<file path="config.mk">
export PLATFORM = sky130hd
export DESIGN_NAME = ad7606_sample_sched
export DESIGN_NICKNAME = d
export VERILOG_FILES = /design/src/rtl/ad7606_sample_sched.sv
export SDC_FILE = /design/constraint.sdc
export NUM_CORES = 1
export LEC_CHECK = 0
export BUFFER_PORTS_ARGS = -buffer_cell sky130_fd_sc_hd__clkbuf_2
export CAP_MARGIN = 20
export CORE_MARGIN = 2
export CORE_UTILIZATION = 40
export DETAILED_ROUTE_END_ITERATION = 6
export PLACE_DENSITY = 0.69
export SYNTH_ARGS = -nofsm -noshare
export SYNTH_HDL_FRONTEND = slang
export SYNTH_SLANG_ARGS = --single-unit
</file>
<file path="constraint.sdc">
create_clock -name clk_i -period 2.2 [get_ports clk_i]
set_input_delay 0.22 -clock clk_i [delete_from_list [all_inputs] [get_ports clk_i]]
set_output_delay 0.22 -clock clk_i [all_outputs]
set_load 0.01 [all_outputs]
</file>
<file path="src/rtl/ad7606_sample_sched.sv">
// Sample-rate sequencer for the AD7606 capture FIFO: issues conversion starts,
// drains one CHANNELS-word frame per start and streams it with channel tags.
module ad7606_sample_sched #(
  parameter int unsigned CHANNELS = 8,
  parameter int unsigned CH_W     = 3,
  parameter int unsigned PERIOD   = 2500,
  parameter int unsigned TIMEOUT  = 5000
) (
  input  logic            clk_i,
  input  logic            rst_i,
  input  logic            enable_i,
  output logic            start_o,
  input  logic [5:0]      rdusedw_i,
  output logic            rdreq_o,
  input  logic [15:0]     ad_data_i,
  output logic [15:0]     sample_data_o,
  output logic [CH_W-1:0] sample_ch_o,
  output logic            sample_valid_o,
  output logic            sample_last_o,
  input  logic            sample_ready_i,
  output logic            frame_busy_o,
  output logic            timeout_err_o,
  input  logic            clear_err_i,
  output logic [15:0]     overrun_cnt_o
);

  localparam int unsigned CNT_W = $clog2(PERIOD);
  localparam int unsigned TMO_W = $clog2(TIMEOUT);

  localparam logic [2:0] ST_IDLE  = 3'd0;
  localparam logic [2:0] ST_WAIT  = 3'd1;
  localparam logic [2:0] ST_READ  = 3'd2;
  localparam logic [2:0] ST_LATCH = 3'd3;
  localparam logic [2:0] ST_OUT   = 3'd4;

  logic [2:0]       state_q, state_d;
  logic [CNT_W-1:0] cnt_q, cnt_d;
  logic [TMO_W-1:0] tmo_q, tmo_d;
  logic [CH_W-1:0]  ch_q, ch_d;
  logic             start_q, start_d;
  logic             rdreq_q, rdreq_d;
  logic [15:0]      data_q, data_d;
  logic [CH_W-1:0]  sch_q, sch_d;
  logic             valid_q, valid_d;
  logic             last_q, last_d;
  logic             err_q, err_d;
  logic [15:0]      ovr_q, ovr_d;
  logic             tick;
  logic             err_set;

  // State and output registers
  always_ff @(posedge clk_i) begin
    if (rst_i) begin
      state_q <= ST_IDLE;
      cnt_q   <= '0;
      tmo_q   <= '0;
      ch_q    <= '0;
      start_q <= 1'b0;
      rdreq_q <= 1'b0;
      data_q  <= '0;
      sch_q   <= '0;
      valid_q <= 1'b0;
      last_q  <= 1'b0;
      err_q   <= 1'b0;
      ovr_q   <= '0;
    end else begin
      state_q <= state_d;
      cnt_q   <= cnt_d;
      tmo_q   <= tmo_d;
      ch_q    <= ch_d;
      start_q <= start_d;
      rdreq_q <= rdreq_d;
      data_q  <= data_d;
      sch_q   <= sch_d;
      valid_q <= valid_d;
      last_q  <= last_d;
      err_q   <= err_d;
      ovr_q   <= ovr_d;
    end
  end

  // Sample timer, tick arbitration and frame FSM
  always_comb begin
    state_d = state_q;
    tmo_d   = tmo_q;
    ch_d    = ch_q;
    start_d = 1'b0;
    rdreq_d = 1'b0;
    data_d  = data_q;
    sch_d   = sch_q;
    valid_d = valid_q;
    last_d  = last_q;
    ovr_d   = ovr_q;
    err_set = 1'b0;

    tick = enable_i && (cnt_q == CNT_W'(PERIOD - 1));
    if (!enable_i || tick) cnt_d = '0;
    else                   cnt_d = cnt_q + CNT_W'(1);

    case (state_q)
      ST_IDLE: begin
        if (tick) begin
          start_d = 1'b1;
          tmo_d   = '0;
          state_d = ST_WAIT;
        end
      end
      ST_WAIT: begin
        if (rdusedw_i >= 6'(CHANNELS)) begin
          rdreq_d = 1'b1;
          state_d = ST_READ;
        end else if (tmo_q == TMO_W'(TIMEOUT - 1)) begin
          err_set = 1'b1;
          state_d = ST_IDLE;
        end else begin
          tmo_d = tmo_q + TMO_W'(1);
        end
      end
      ST_READ: state_d = ST_LATCH;
      ST_LATCH: begin
        data_d  = ad_data_i;
        sch_d   = ch_q;
        last_d  = (ch_q == CH_W'(CHANNELS - 1));
        valid_d = 1'b1;
        state_d = ST_OUT;
      end
      ST_OUT: begin
        if (sample_ready_i) begin
          valid_d = 1'b0;
          if (last_q) begin
            ch_d    = '0;
            state_d = ST_IDLE;
          end else begin
            ch_d    = ch_q + CH_W'(1);
            rdreq_d = 1'b1;
            state_d = ST_READ;
          end
        end
      end
      default: state_d = ST_IDLE;
    endcase

    // A tick that cannot start a frame is an overrun
    if (tick && (state_q != ST_IDLE) && (ovr_q != 16'hFFFF)) ovr_d = ovr_q + 16'd1;

    if (err_set)          err_d = 1'b1;
    else if (clear_err_i) err_d = 1'b0;
    else                  err_d = err_q;
  end

  assign start_o        = start_q;
  assign rdreq_o        = rdreq_q;
  assign sample_data_o  = data_q;
  assign sample_ch_o    = sch_q;
  assign sample_valid_o = valid_q;
  assign sample_last_o  = last_q;
  assign timeout_err_o  = err_q;
  assign overrun_cnt_o  = ovr_q;
  assign frame_busy_o   = (state_q != ST_IDLE);

endmodule

</file>
==> flow_summary.json, run 1 <==
{
  "yosysMostFrequentCell": "dfxtp_1",
  "max_slew.worst_pin.slew_ps": 693,
  "relSlewSlack": 0.537,
  "grt.met2_usage": 0.279,
  "synthXorXnorAreaFrac": 0.0418,
  "cp-endpoint": "overrun_cnt_o[7]",
  "path_class": "reg2reg",
  "drtPass1Iterations": 4,
  "nNetsFinal": 484,
  "htree_levels": 3,
  "drt-vias-per-instance": 5.13,
  "remaining_drc_errors": 0,
  "placed_cell_area_um2": 3560,
  "start_util": 0.411,
  "avgSynthCellArea_um2": 8.24,
  "postRouteAntennaNets": 0,
  "r2r_end": "overrun_cnt_o[7]",
  "finalSetupTns_ps": 0,
  "cts_tree": "done",
  "synth-seq-cells": 71,
  "grt_max_degree": 33,
  "synth-compound-area-share": 0.148,
  "reg2reg_from": "cnt_q[0]",
  "clock_latency_ps": 340,
  "p_leak_nw": 1.44,
  "muxShareOfSynthArea": 0.0136,
  "area_delta_synth_final_pct": 21.4,
  "drv_slew": 0,
  "drive_gt1_frac": 0.232,
  "clock-sinks": 71,
  "hold_viol": 0,
  "r2r_cells": 7,
  "grt_busiest_layer": "met2",
  "gp_congestion": 0.809,
  "grt_pass1_vias": 2568,
  "die_w_um": 92.6,
  "cts_made_buffers": 9,
  "overflow": 0,
  "use_met3": 0.0464,
  "hold_start": "ad_data_i[7]",
  "stdcell_area_um2": 3810,
  "path_cells": "ha_2 > and4bb_2 > and4_4 > o311ai_4 > buf_4 > or4_1 > a21oi_1",
  "crit_start": "cnt_q[0]",
  "final_util": 0.498,
  "synth_top_area_frac": 0.453,
  "critPathCaptureType": "register",
  "r2r_slack_ps": 90,
  "vias": 2868,
  "grt_pass1_wl_um": 11200,
  "diodes": 0,
  "hold_class": "in2reg",
  "seq_area_frac_synth": 0.453,
  "rows": 32,
  "start_kind": "register",
  "die-area_um2": 8570,
  "cp_num_buf_inv": 1,
  "ys.flop_type": "dfxtp_1",
  "grt_use_total": 0.158,
  "antenna_found_initial": 0,
  "ys_types": 46,
  "max_stage_delay_ps": 460,
  "crit_arrival_ps": 2370,
  "synth_nets": 413,
  "wirelength_um": 6850,
  "fin_skew_ps": 7.25,
  "synth_simple_gate_area_frac": 0.287,
  "cts_root_buf": "clkbuf_8",
  "layout_setup_ws_ps": 90.8,
  "synth.largest_area_cell": "dfxtp_1",
  "yosys-top-cells-count": "dfxtp_1, nand2_1, a21oi_1, nor2_1, o21ai_0",
  "setup_viol": 0,
  "critPathTopFamily": "simple AND/OR/NAND/NOR gates",
  "portBuffers": 64,
  "min_period_ps": 2110,
  "drt_iter0_drc": 120,
  "ir_drop_uv": 412,
  "worstPathRequired_ps": 2460,
  "synth_top_family_by_area": "simple AND/OR/NAND/NOR gates",
  "dp_worst_setup_slack_ps": 57.2,
  "finalPower_mw": 2.37,
  "core-area_um2": 7650,
  "drv_cap": 0,
  "clockBufferDepth": 2,
  "hpwl_um": 4680,
  "yosys.area_share.adder": 0.0199,
  "synth.area.top_cells": "dfxtp_1, nand2_1, a21oi_1, nor2_1, o21ai_0",
  "die_y_um": 92.6,
  "rsz0062_at_grt": "no",
  "yosys_warnings": 0,
  "cp_slowest_cell": "or4_1",
  "async_reset_ff_frac": 0,
  "timing.fmax_mhz": 474,
  "period_share": 0.959,
  "syn_area_um2": 3140,
  "pin_count": 68,
  "use_met1": 0.186,
  "clk_pin_slew_worst_paths_ps": 80,
  "syn_inst": 381,
  "synth_edf_count": 0,
  "path_depth": 7,
  "ctsHoldBuffers": 0,
  "p_per_area_nw_per_um2": 622,
  "post_drt_wl_per_cell_um": 12.2,
  "status": "finished clean",
  "path_max_fanout": 6
}
cell usage in the layout (no fill, tap or decap), types with 6 or more instances in the layout:
| cell | Yosys | final |
|---|---|---|
| dfxtp_1 | 71 | 69 |
| nand2_1 | 67 | 67 |
| clkbuf_2 | 0 | 64 |
| a21oi_1 | 41 | 41 |
| nor2_1 | 37 | 37 |
| o21ai_0 | 20 | 20 |
| nand3_1 | 12 | 12 |
| inv_1 | 11 | 11 |
| buf_4 | 1 | 11 |
| clkbuf_8 | 0 | 9 |
| nand4_1 | 8 | 8 |
| xor2_1 | 8 | 8 |
| nor2b_1 | 7 | 7 |
| xnor2_1 | 7 | 7 |
| o31ai_1 | 7 | 7 |
| or3_1 | 6 | 6 |
| nor3_1 | 6 | 6 |
kinds of logic after synthesis:
family | Yosys count
DFF | 71
adders and majority gates | 5
and+or+nand+nor | 180
xor gates and xnor gates | 15
AOI/OAI and AO/OA | 79
buffers and inverters | 27
muxes | 4
per-stage QoR:
stage / std cells / hold WS [ps]
2_1_floorplan: 381 / 356
6_report: 559 / 93.5
5_1_grt: 559 / 78.6
3_5_place_dp: 538 / 449
4_1_cts: 554 / 83.3
3_3_place_gp: 538 / 440
area by class of cell:
| class | instances | area (um^2) |
|---|---|---|
| Timing Repair Buffer | 75 | 403 |
| Clock inverter | 7 | 72.6 |
| Fill cell | 736 | 3840 |
| Clock buffer | 9 | 124 |
| Inverter | 11 | 41.3 |
| Tap cell | 102 | 128 |
| Sequential cell | 71 | 1420 |
| Multi-Input combinational cell | 284 | 1620 |
flip-flops by register name, indices dropped and copies added (netlist names):
register,cells
sample_last_o,1
rdreq_o,1
state_q,3
sample_data_o,16
start_o,1
sample_ch_o,3
ch_q,3
overrun_cnt_o,16
timeout_err_o,1
tmo_q,13
sample_valid_o,1
cnt_q,12
power by group:
| part | leakage (nW) | total [mW] | switching [mW] | internal [mW] |
|---|---|---|---|---|
| combinational | 0.770 | 0.0532 | 0.0312 | 0.0219 |
| clock | 0.0956 | 1.03 | 0.505 | 0.525 |
| sequential | 0.573 | 1.29 | 0.00156 | 1.29 |
| total | 1.44 | 2.37 | 0.537 | 1.83 |
worst register-to-register path, stage by stage (launching register included):
cell,delay (ps)
dfxtp_2,350
ha_2,190
and4bb_2,250
and4_4,270
o311ai_4,150
buf_4,190
or4_1,460
a21oi_1,160
metal layers:
| metal | vias up | part of all wire |
|---|---|---|
| met3 | 4 | 0.057 |
| met1 | 1319 | 0.46 |
| met5 | - | 0 |
| met2 | 68 | 0.48 |
| met4 | 0 | 0.0069 |
| li1 | 1477 | - |
how the worst min path moves through the flow:
| stage | endpoint | slack, ps | depth (start not counted) |
|---|---|---|---|
| floorplan | sample_data_o[0] | 360 | 2 |
| global placement | cnt_q[0] | 440 | 1 |
| detailed placement | sample_data_o[5] | 450 | 2 |
| CTS | sample_data_o[13] | 80 | 3 |
| global route | sample_data_o[4] | 80 | 3 |
| finish | sample_data_o[7] | 90 | 3 |
what timing repair did:
action,in CTS,in global routing
setup buffers,0,4
endpoints found under the setup margin,0,9
resized for setup,0,3
No activity file was read; power rests on OpenSTA's default activity.
==> run 2, diff against run 1 <==
- CORE_UTILIZATION: 40 -> 35
- PLACE_DENSITY: 0.69 -> 0.62
==> run 2 against run 1 <==
- register-to-register slack better by 30 ps
- cell area up 0.33%
- critical path type unchanged
- clock power about the same
==> flow_summary.json, run 2 (synthesis gave the netlist of run 1 again) <==
{
  "status": "finished clean",
  "fin_cells": 565,
  "postRouteAntennaNets": 0,
  "clk_pin_slew_worst_paths_ps": 80,
  "die_w_um": 98.7,
  "start_kind": "register",
  "vias": 2835,
  "drt-vias-per-instance": 5.02,
  "path_max_fanout": 8,
  "hold_class": "in2reg",
  "final_common_cell": "dfxtp_1",
  "path_cells": "ha_2 > and4bb_2 > and4_4 > o311ai_4 > buf_4 > or3_2 > a21oi_1",
  "drv_cap": 0,
  "ctsHoldBuffers": 0,
  "critPathCaptureType": "register",
  "gp_congestion": 0.777,
  "wl_met3_um": 366,
  "antenna_found_initial": 0,
  "htree_levels": 3,
  "post_drt_wl_per_cell_um": 12.4,
  "stdcell_area_um2": 3820,
  "layout_setup_ws_ps": 120,
  "crit_arrival_ps": 2350,
  "finalSetupTns_ps": 0,
  "pin_count": 68,
  "max_stage_delay_ps": 400,
  "grt_use_total": 0.145,
  "drtPass1Iterations": 4,
  "wl_met1_um": 3360,
  "cts_made_buffers": 9,
  "grt_max_degree": 45,
  "drv_slew": 0,
  "clockBufferDepth": 2,
  "area_delta_synth_final_pct": 21.8,
  "die_y_um": 98.7,
  "dr_wl_met2_um": 3260,
  "p_per_area_nw_per_um2": 625,
  "fin_skew_ps": 6.41,
  "n_fill_cell": 862,
  "wirelength_um": 7030,
  "drive_gt1_frac": 0.232,
  "worstPathRequired_ps": 2470,
  "clock-sinks": 71,
  "cts_root_buf": "clkbuf_8",
  "hpwl_um": 4900,
  "cp_slowest_cell": "or3_2",
  "final_cell_mix": "dfxtp_1, nand2_1, clkbuf_2",
  "max_slew.worst_pin.slew_ps": 672,
  "relSlewSlack": 0.551,
  "setup_viol": 0,
  "cts_tree": "done",
  "drt_iter0_drc": 123,
  "diodes": 0,
  "path_class": "reg2reg",
  "nNetsFinal": 484,
  "hold_viol": 0,
  "period_share": 0.945,
  "finalPower_mw": 2.39,
  "dp_worst_setup_slack_ps": 51.0,
  "core-area_um2": 8720,
  "ir_drop_uv": 463,
  "die-area_um2": 9740,
  "overflow": 0,
  "min_period_ps": 2080,
  "portBuffers": 64,
  "rows": 34,
  "clock_latency_ps": 340,
  "grt_pass1_wl_um": 11800,
  "topRoutingLayerUsed": "met4",
  "remaining_drc_errors": 0,
  "p_leak_nw": 1.44,
  "grt_pass1_vias": 2625,
  "timing.fmax_mhz": 481,
  "place_inst": 546,
  "rsz0062_at_grt": "no",
  "placed_cell_area_um2": 3590,
  "start_util": 0.360
}
-- run 2: path summary, 6_finish.rpt --
kind | start | end | slack (ps) | cells past startpoint
max | cnt_q[1] | overrun_cnt_o[2] | 120 | 7
min | ad_data_i[9] | sample_data_o[9] | 90 | 3
max reg2reg | cnt_q[1] | overrun_cnt_o[2] | 120 | 7
min reg2reg | cnt_q[0] | cnt_q[0] | 430 | 1
-- run 2: where the power goes --
| part | internal [mW] | switching [mW] |
|---|---|---|
| registers | 1.29 | 0.00156 |
| logic | 0.0220 | 0.0331 |
| clock network | 0.525 | 0.523 |
| total | 1.83 | 0.558 |
-- run 2: what timing repair did --
action	CTS	global route
resized for setup	0	3
setup buffers	0	2
setup endpoints to repair	0	7
-- run 2: worst max-delay path: cells and delay by family (launching register included) --
family / cells / cell delay (ps)
AND/OR/NAND/NOR: 3 / 940
flip-flops: 1 / 350
AO/OA/AOI/OAI: 2 / 320
adder cells (fa/ha/maj): 1 / 200
buffers and inverters: 1 / 190
-- run 2: through the flow --
| step | utilization | hold WS [ps] |
|---|---|---|
| floorplan | - | 356 |
| global placement | 0.411 | 439 |
| detailed placement | 0.411 | 448 |
| CTS | 0.434 | 72.4 |
| global route | 0.438 | 81.2 |
| finish | 0.438 | 88.7 |
-- run 2: final cells by class --
| type | instances | area [um^2] | area share |
|---|---|---|---|
| inverter | 11 | 41.3 | 0.0108 |
| tap | 108 | 135 | 0.0353 |
| sequential | 71 | 1420 | 0.372 |
| timing repair buffer | 75 | 403 | 0.105 |
| clock buffer | 9 | 124 | 0.0324 |
| clock inverter | 7 | 72.6 | 0.0190 |
| multi-input combinational | 284 | 1630 | 0.425 |
-- run 2: routing by layer --
| metal | track usage | vias to the layer above |
|---|---|---|
| met2 | 0.241 | 69 |
| met5 | 0 | - |
| met3 | 0.0411 | 8 |
| met1 | 0.187 | 1290 |
| met4 | 0.0390 | 0 |
| li1 | - | 1468 |
